==> src/rtl/fetch_sequencer_verilog_if.sv <==
`default_nettype none
// ============================================================================
// Module      : fetch_sequencer_verilog_if
// Description : Bus bundle for the fetch sequencer. It carries the control
//               inputs (start/stop), the instruction-memory port, the
//               register-stage port and the status outputs.
//               master modport : the sequencer itself
//               slave  modport : the surrounding system (memory, ALU, host)
// Revision    : 1.0 - initial release
// ============================================================================
interface fetch_sequencer_verilog_if #(
  parameter int DATA_WIDTH = 16,
  parameter int ADDR_WIDTH = 8
);
  // Host control
  logic                  start;
  logic [ADDR_WIDTH-1:0] start_addr;
  logic                  stop;
  // Instruction memory (data returns one cycle after address)
  logic [ADDR_WIDTH-1:0] imem_addr;
  logic [DATA_WIDTH-1:0] imem_data;
  // ALU / register stage
  logic [DATA_WIDTH-1:0] opcode;
  logic [DATA_WIDTH-1:0] operand;
  logic [DATA_WIDTH-1:0] reg_write_data;
  logic                  write_enable;
  logic                  read_enable;
  logic [DATA_WIDTH-1:0] reg_read_data;
  logic [3:0]            alu_flags;
  // Results and status
  logic [DATA_WIDTH-1:0] out_data;
  logic                  out_valid;
  logic                  busy;
  logic                  halted;
  logic                  illegal;

  modport master (
    input  start, start_addr, stop, imem_data, reg_read_data, alu_flags,
    output imem_addr, opcode, operand, reg_write_data, write_enable,
           read_enable, out_data, out_valid, busy, halted, illegal
  );

  modport slave (
    output start, start_addr, stop, imem_data, reg_read_data, alu_flags,
    input  imem_addr, opcode, operand, reg_write_data, write_enable,
           read_enable, out_data, out_valid, busy, halted, illegal
  );
endinterface
`default_nettype wire

==> src/rtl/fetch_sequencer_verilog.sv <==
`default_nettype none
// ============================================================================
// Module      : fetch_sequencer_verilog
// Description : Two-word instruction fetch/issue sequencer. Each instruction
//               takes four cycles: FETCH_OP -> FETCH_ARG -> LATCH -> ISSUE.
//               The class in the top nibble of the opcode word selects the
//               strobes issued and the next pc.
// Ports       : clk   - rising-edge clock
//               reset - synchronous, active-high reset
//               bus   - fetch_sequencer_verilog_if.master
//                       start/start_addr/stop : host control
//                       imem_addr/imem_data   : instruction memory
//                       opcode/operand/reg_write_data/write_enable/
//                       read_enable/reg_read_data/alu_flags : register stage
//                       out_data/out_valid/busy/halted/illegal : status
// Revision    : 1.0 - initial release
// ============================================================================
module fetch_sequencer_verilog #(
  parameter int DATA_WIDTH = 16,
  parameter int ADDR_WIDTH = 8
) (
  input wire clk,
  input wire reset,
  fetch_sequencer_verilog_if.master bus
);

  typedef enum logic [2:0] {
    ST_IDLE      = 3'd0,
    ST_FETCH_OP  = 3'd1,
    ST_FETCH_ARG = 3'd2,
    ST_LATCH     = 3'd3,
    ST_ISSUE     = 3'd4,
    ST_HALTED    = 3'd5
  } state_e;

  typedef enum logic [2:0] {
    CL_NOP     = 3'd0,
    CL_ALU     = 3'd1,
    CL_LOAD    = 3'd2,
    CL_READ    = 3'd3,
    CL_JUMP    = 3'd4,
    CL_JZ      = 3'd5,
    CL_HALT    = 3'd6,
    CL_ILLEGAL = 3'd7
  } class_e;

  function automatic class_e decode_class(input logic [3:0] field);
    class_e cls;
    case (field)
      4'h0:    cls = CL_NOP;
      4'h1:    cls = CL_ALU;
      4'h2:    cls = CL_LOAD;
      4'h3:    cls = CL_READ;
      4'h4:    cls = CL_JUMP;
      4'h5:    cls = CL_JZ;
      4'hF:    cls = CL_HALT;
      default: cls = CL_ILLEGAL;
    endcase
    return cls;
  endfunction

  state_e                state_q,        state_d;
  logic [ADDR_WIDTH-1:0] pc_q,           pc_d;
  logic [DATA_WIDTH-1:0] op_word_q,      op_word_d;
  logic [DATA_WIDTH-1:0] opcode_q,       opcode_d;
  logic [DATA_WIDTH-1:0] operand_q,      operand_d;
  logic [DATA_WIDTH-1:0] out_data_q,     out_data_d;
  logic                  write_enable_q, write_enable_d;
  logic                  read_enable_q,  read_enable_d;
  logic                  out_valid_q,    out_valid_d;
  logic                  illegal_q,      illegal_d;
  logic                  stop_q,         stop_d;

  logic [ADDR_WIDTH-1:0] pc_plus1;
  logic [ADDR_WIDTH-1:0] pc_plus2;
  logic [ADDR_WIDTH-1:0] jump_target;
  logic                  is_busy;
  class_e                latched_class;
  class_e                issue_class;
  logic                  unused_flags;

  // pc arithmetic wraps naturally at ADDR_WIDTH bits.
  assign pc_plus1    = pc_q + ADDR_WIDTH'(1);
  assign pc_plus2    = pc_q + ADDR_WIDTH'(2);
  assign jump_target = operand_q[ADDR_WIDTH-1:0];
  assign is_busy     = (state_q != ST_IDLE) && (state_q != ST_HALTED);

  // The class lives in the top nibble of the opcode word. The latched word
  // drives the strobes registered on entry to ISSUE; the issued opcode
  // drives the pc/next-state decision inside ISSUE.
  assign latched_class = decode_class(op_word_q[DATA_WIDTH-1 -: 4]);
  assign issue_class   = decode_class(opcode_q[DATA_WIDTH-1 -: 4]);

  // Only the zero flag takes part in sequencing.
  assign unused_flags = ^bus.alu_flags[3:1];

  always_ff @(posedge clk) begin
    if (reset) begin
      state_q        <= ST_IDLE;
      pc_q           <= '0;
      op_word_q      <= '0;
      opcode_q       <= '0;
      operand_q      <= '0;
      out_data_q     <= '0;
      write_enable_q <= 1'b0;
      read_enable_q  <= 1'b0;
      out_valid_q    <= 1'b0;
      illegal_q      <= 1'b0;
      stop_q         <= 1'b0;
    end else begin
      state_q        <= state_d;
      pc_q           <= pc_d;
      op_word_q      <= op_word_d;
      opcode_q       <= opcode_d;
      operand_q      <= operand_d;
      out_data_q     <= out_data_d;
      write_enable_q <= write_enable_d;
      read_enable_q  <= read_enable_d;
      out_valid_q    <= out_valid_d;
      illegal_q      <= illegal_d;
      stop_q         <= stop_d;
    end
  end

  always_comb begin
    state_d        = state_q;
    pc_d           = pc_q;
    op_word_d      = op_word_q;
    opcode_d       = opcode_q;
    operand_d      = operand_q;
    out_data_d     = out_data_q;
    write_enable_d = 1'b0;
    read_enable_d  = 1'b0;
    out_valid_d    = 1'b0;
    illegal_d      = illegal_q;
    stop_d         = stop_q;

    // A stop request is remembered through the whole instruction.
    if (is_busy && bus.stop) begin
      stop_d = 1'b1;
    end

    case (state_q)
      ST_IDLE, ST_HALTED: begin
        if (bus.start) begin
          pc_d      = bus.start_addr;
          illegal_d = 1'b0;
          // start wins over a simultaneous stop; the stop is kept so that
          // exactly one instruction runs.
          stop_d    = bus.stop;
          state_d   = ST_FETCH_OP;
        end
      end

      ST_FETCH_OP: begin
        state_d = ST_FETCH_ARG;
      end

      ST_FETCH_ARG: begin
        op_word_d = bus.imem_data;
        state_d   = ST_LATCH;
      end

      ST_LATCH: begin
        // Outputs change only here, so ISSUE sees the new opcode/operand
        // together with its single-cycle strobe.
        opcode_d       = op_word_q;
        operand_d      = bus.imem_data;
        write_enable_d = (latched_class == CL_ALU) || (latched_class == CL_LOAD);
        read_enable_d  = (latched_class == CL_READ);
        state_d        = ST_ISSUE;
      end

      ST_ISSUE: begin
        if (issue_class == CL_READ) begin
          out_data_d  = bus.reg_read_data;
          out_valid_d = 1'b1;
        end
        if (issue_class == CL_ILLEGAL) begin
          illegal_d = 1'b1;
        end

        case (issue_class)
          CL_JUMP: pc_d = jump_target;
          CL_JZ:   pc_d = bus.alu_flags[0] ? jump_target : pc_plus2;
          CL_HALT: pc_d = pc_q;
          default: pc_d = pc_plus2;
        endcase

        stop_d = 1'b0;
        if (issue_class == CL_HALT) begin
          state_d = ST_HALTED;
        end else if (stop_q || bus.stop) begin
          state_d = ST_IDLE;
        end else begin
          state_d = ST_FETCH_OP;
        end
      end

      default: begin
        state_d = ST_IDLE;
      end
    endcase
  end

  assign bus.imem_addr      = (state_q == ST_FETCH_ARG) ? pc_plus1 : pc_q;
  assign bus.opcode         = opcode_q;
  assign bus.operand        = operand_q;
  assign bus.reg_write_data = operand_q;
  assign bus.write_enable   = write_enable_q;
  assign bus.read_enable    = read_enable_q;
  assign bus.out_data       = out_data_q;
  assign bus.out_valid      = out_valid_q;
  assign bus.busy           = is_busy;
  assign bus.halted         = (state_q == ST_HALTED);
  assign bus.illegal        = illegal_q;

endmodule
`default_nettype wire

==> src/flat_wrapper.sv <==
// flat-port wrapper written by rule: the top's interface ports become plain ports
module fetch_sequencer_verilog_flat 
#(
  parameter int DATA_WIDTH = 16,
  parameter int ADDR_WIDTH = 8
)
  (clk, reset, bus_start, bus_start_addr, bus_stop, bus_imem_data, bus_reg_read_data, bus_alu_flags, bus_imem_addr, bus_opcode, bus_operand, bus_reg_write_data, bus_write_enable, bus_read_enable, bus_out_data, bus_out_valid, bus_busy, bus_halted, bus_illegal);
  fetch_sequencer_verilog_if #(.DATA_WIDTH(DATA_WIDTH), .ADDR_WIDTH(ADDR_WIDTH)) bus_i ();
  input wire clk;
  input wire reset;
  input wire logic [$bits(bus_i.start)-1:0] bus_start;
  input wire logic [$bits(bus_i.start_addr)-1:0] bus_start_addr;
  input wire logic [$bits(bus_i.stop)-1:0] bus_stop;
  input wire logic [$bits(bus_i.imem_data)-1:0] bus_imem_data;
  input wire logic [$bits(bus_i.reg_read_data)-1:0] bus_reg_read_data;
  input wire logic [$bits(bus_i.alu_flags)-1:0] bus_alu_flags;
  output wire logic [$bits(bus_i.imem_addr)-1:0] bus_imem_addr;
  output wire logic [$bits(bus_i.opcode)-1:0] bus_opcode;
  output wire logic [$bits(bus_i.operand)-1:0] bus_operand;
  output wire logic [$bits(bus_i.reg_write_data)-1:0] bus_reg_write_data;
  output wire logic [$bits(bus_i.write_enable)-1:0] bus_write_enable;
  output wire logic [$bits(bus_i.read_enable)-1:0] bus_read_enable;
  output wire logic [$bits(bus_i.out_data)-1:0] bus_out_data;
  output wire logic [$bits(bus_i.out_valid)-1:0] bus_out_valid;
  output wire logic [$bits(bus_i.busy)-1:0] bus_busy;
  output wire logic [$bits(bus_i.halted)-1:0] bus_halted;
  output wire logic [$bits(bus_i.illegal)-1:0] bus_illegal;
  assign bus_i.start = bus_start;
  assign bus_i.start_addr = bus_start_addr;
  assign bus_i.stop = bus_stop;
  assign bus_i.imem_data = bus_imem_data;
  assign bus_i.reg_read_data = bus_reg_read_data;
  assign bus_i.alu_flags = bus_alu_flags;
  assign bus_imem_addr = bus_i.imem_addr;
  assign bus_opcode = bus_i.opcode;
  assign bus_operand = bus_i.operand;
  assign bus_reg_write_data = bus_i.reg_write_data;
  assign bus_write_enable = bus_i.write_enable;
  assign bus_read_enable = bus_i.read_enable;
  assign bus_out_data = bus_i.out_data;
  assign bus_out_valid = bus_i.out_valid;
  assign bus_busy = bus_i.busy;
  assign bus_halted = bus_i.halted;
  assign bus_illegal = bus_i.illegal;
  fetch_sequencer_verilog #(.DATA_WIDTH(DATA_WIDTH), .ADDR_WIDTH(ADDR_WIDTH)) u_core (.clk(clk), .reset(reset), .bus(bus_i));
endmodule
==> config.mk <==
export PLATFORM = sky130hd
export DESIGN_NAME = fetch_sequencer_verilog_flat
export DESIGN_NICKNAME = d
export VERILOG_FILES = /design/src/rtl/fetch_sequencer_verilog_if.sv /design/src/rtl/fetch_sequencer_verilog.sv /design/src/flat_wrapper.sv
export SDC_FILE = /design/constraint.sdc
export NUM_CORES = 1
export LEC_CHECK = 0
export ABC_AREA = 1
export CAP_MARGIN = 20
export CORE_UTILIZATION = 45
export CTS_CLUSTER_SIZE = 25
export DETAILED_ROUTE_END_ITERATION = 8
export GPL_TIMING_DRIVEN = 0
export HOLD_SLACK_MARGIN = 0.06
export PLACE_DENSITY = 0.84
export RECOVER_POWER = 100
export SYNTH_ARGS = -nofsm -noshare
export SYNTH_HDL_FRONTEND = slang
export SYNTH_SLANG_ARGS = --single-unit
==> constraint.sdc <==
create_clock -name clk -period 1.65 [get_ports clk]
set_input_delay 0.2475 -clock clk [delete_from_list [all_inputs] [get_ports clk]]
set_output_delay 0.2475 -clock clk [all_outputs]
set_load 0.005 [all_outputs]
==> run metrics, run 1 <==
outcome finished with violations; failing checks negative setup slack; Max Root-Sink Buffers 2; overall routed net length 10500 µm; Initial Utilization 47.2%; clock slew at reported path FFs 0.09 ns; Hold Path Class reg2reg; Max-Cap Viols 0; Register-to-Register Path Depth 8; synthesized area 0.00346 mm²; Worst setup SP type flip-flop; initial antenna violation count 0; R2R Setup Slk 0.10 ns; DR WL met2 5050 µm; VDD IR max 0.590 mV; kind of cell adding the most delay to the critical path buffers and inverters; Setup crit end bus_imem_addr[1]; fmax 548 MHz; Buf/Inv on CP 5; via count 3687; Total Neg Setup Slack -0.785 ns; Cell Int Power 3880 µW; skew final 0.00989 ns; IO Pins 126; core box area 0.00733 mm²; synth cell count leaders nor2_1, dfxtp_1, o21ai_0; vias per cell 5.15; Rows 31; worst-skew pair later-pin latency 0.34 ns; CTS sink count 80; cts-stage hold buffer count 0; Tcrit/Tclk final 111%; crit-path max FO 9; ys flop type dfxtp_1; instance count of the mapped netlist 462; I/O Buffers 122; largest family of logic cells by synthesized area simple AND/OR/NAND/NOR gates; area leader, netlist dfxtp_1; synthesized netlist net count 512; Die ar. 0.00805 mm²; Yosys reg bits 80; grt ovf 0; Max-Slew Margin vs Limit 72.1%; reg-to-reg critical path endpoint u_core.pc_q[3]$_SDFFE_PP0P_; Ant. Diodes 0; Post-Synth Adder-Cell Area 0.723%; Top Layer Used met4; H-tree depth 3; Area contributors post-synth dfxtp_1, o21ai_0, nor2_1; gr usage total 26.4%; Synth Area in XOR/XNOR 2.02%; CTS tree built; simple-gate area share of the yosys netlist 21.6%; Clock power frac 31.5%; detailed placement HPWL 7190 µm; reg-to-reg critical path startpoint u_core.bus.opcode[14]$_SDFFE_PP0P_; net switching power 1620 µW; Yosys top cell area share 46.3%; count leader, synth nor2_1; leakage 0.00213 µW; CP required 1.40 ns; crit-path max cell delay 0.37 ns; detail-routed net length per standard cell 14.7 µm; layout cell share with drive strength beyond 1 20.7%; mux contribution to synthesized area 0%; fin crit period 1.82 ns; Die X 89.7 µm; Max Slew Vio Count 0; # DRC 0; vias in the first global route 3671; Max stage delay cell, worst path dfxtp_4; WP depth 8; synth warn 0; Worst Setup SP u_core.state_q[0]$_SDFFE_PP0P_; placed cells 683; Synth async-reset ratio 0%; drt first pass iters 5; Final setup violation count 8; fin cells 716; met1 WL 4220 µm; crit path DAT 1.58 ns; Reg power frac 42.2%; Starting DRT DRC Count 280; sequential share of the synthesized area 46.3%; cells along the critical path inv_4 > nand3_4 > buf_4 > buf_8 > buf_6 > nor2_4 > a21oi_2 > buf_2; root buffer cell clkbuf_8; Met3 Routed Length 954 µm; fin worst setup slack -0.174 ns; final core utilization 73.1%; Comb power frac 26.3%; Cell variety after synth 33; RSZ-0062 raised after global routing true; worst setup path category reg2out; cell area after placement 0.00481 mm²; first-pass GRT wire length 17000 µm; Worst Tran Pin Value 0.418 ns; Fin. Hold Viols 0; CTS Buf Count 9; CP endpoint kind primary output; sw frac 29.5%; Synth Area in Compound Gates 18.2%; largest net degree at the start of global routing 15; Post-synth EDFFs 0; Nets 662; Power per Cell Area 1030 mW/mm²; area grow syn2layout 54.7%; Finished Cell Area 0.00536 mm²; DRT antenna net count 0; height of the die 89.7 µm; Avg Cell Area, Syn 7.49 µm²; GPL Wtd Cong 0.884
-- worst min path at each step --
stage,start,end,depth (start not counted)
floorplan,reset,u_core.pc_q[7]$_SDFFE_PP0P_,1
global placement,u_core.op_word_q[15]$_SDFFE_PP0P_,u_core.op_word_q[15]$_SDFFE_PP0P_,2
detailed placement,u_core.op_word_q[15]$_SDFFE_PP0P_,u_core.op_word_q[15]$_SDFFE_PP0P_,2
CTS,u_core.op_word_q[15]$_SDFFE_PP0P_,u_core.op_word_q[15]$_SDFFE_PP0P_,2
global route,u_core.op_word_q[4]$_SDFFE_PP0P_,u_core.bus.opcode[4]$_SDFFE_PP0P_,2
finish,u_core.op_word_q[15]$_SDFFE_PP0P_,u_core.op_word_q[15]$_SDFFE_PP0P_,2
-- cells in the final DEF (no fill, tap or decap), types with 4 or more instances in the layout --
cell type / instances
clkdlybuf4s50_1: 112
nor2_1: 86
o21ai_0: 73
dfxtp_1: 67
nand2_1: 43
a21oi_1: 40
inv_1: 32
buf_4: 14
clkbuf_4: 14
nand3_1: 12
clkbuf_2: 10
buf_2: 10
dfxtp_2: 10
clkbuf_8: 9
buf_6: 8
nand2_2: 7
nor2_4: 5
inv_4: 4
o21ai_1: 4
xor2_1: 4
clkbuf_1: 4
-- power by group through the flow --
stage	logic [µW]	registers [µW]	clock network, µW
after global placement	1220	2320	0
final	1450	2320	1730
after global routing	1580	2350	1860
after CTS	1380	2300	1750
after detailed placement	1260	2330	0
after floorplan	658	2300	0
-- through the flow --
step	worst slack, ns	hold slack, ns	total power (µW)
2_1_floorplan	0.282	0.317	2950
3_3_place_gp	-0.510	0.435	3540
3_5_place_dp	-0.544	0.437	3580
4_1_cts	-0.194	0.449	5430
5_1_grt	-0.259	0.484	5790
6_report	-0.174	0.452	5510
-- sequential cells by signal (all words and copies together), names as in the netlist --
signal and cells:
u_core.bus.write_enable 1, u_core.bus.opcode 16, u_core.pc_q 8, u_core.bus.operand 16, u_core.bus.read_enable 1, u_core.bus.out_valid 1
u_core.state_q 3, u_core.stop_q 1, u_core.op_word_q 16, u_core.bus.illegal 1, u_core.bus.out_data 16
-- per-layer routing --
layer / up-vias / GRT usage (%)
li1: 1774 / -
met1: 1677 / 30.2
met2: 205 / 45.0
met3: 31 / 7.78
met4: 0 / 12.6
met5: - / 0
-- cell families after synthesis --
family | after synthesis
xor+xnor | 8
fa+ha+maj | 2
buf+inv | 78
flops | 80
compound gates | 122
simple gates | 172
-- timing repair --
action | in CTS | in global routing
gates cloned | 0 | 0
resized for setup | 75 | 32
pin swaps | 12 | 13
setup endpoints to repair | 56 | 66
buffers inserted | 11 | 7
-- worst min-delay path: stages (launching register included) --
cell	delay, ns
dfxtp_1	0.32
inv_1	0.05
a21oi_1	0.05
-- cell type report --
cell class                 count  area, µm²
sequential                    80       1630
buffer                        36        254
clock inverter                 7        120
tap                           99        124
fill                         522       1970
multi-input combinational    304       1610
inverter                      41        173
clock buffer                   9        124
timing repair buffer         140       1330
(Power assumes the default switching activity.)
==> inputs of run 2 (changes only) <==
HOLD_SLACK_MARGIN = 0.02   (was 0.06)
SLEW_MARGIN = 40   (was default)
==> results of run 2 <==
Same layout as run 1: the final DEF is identical, and so are final timing and power.
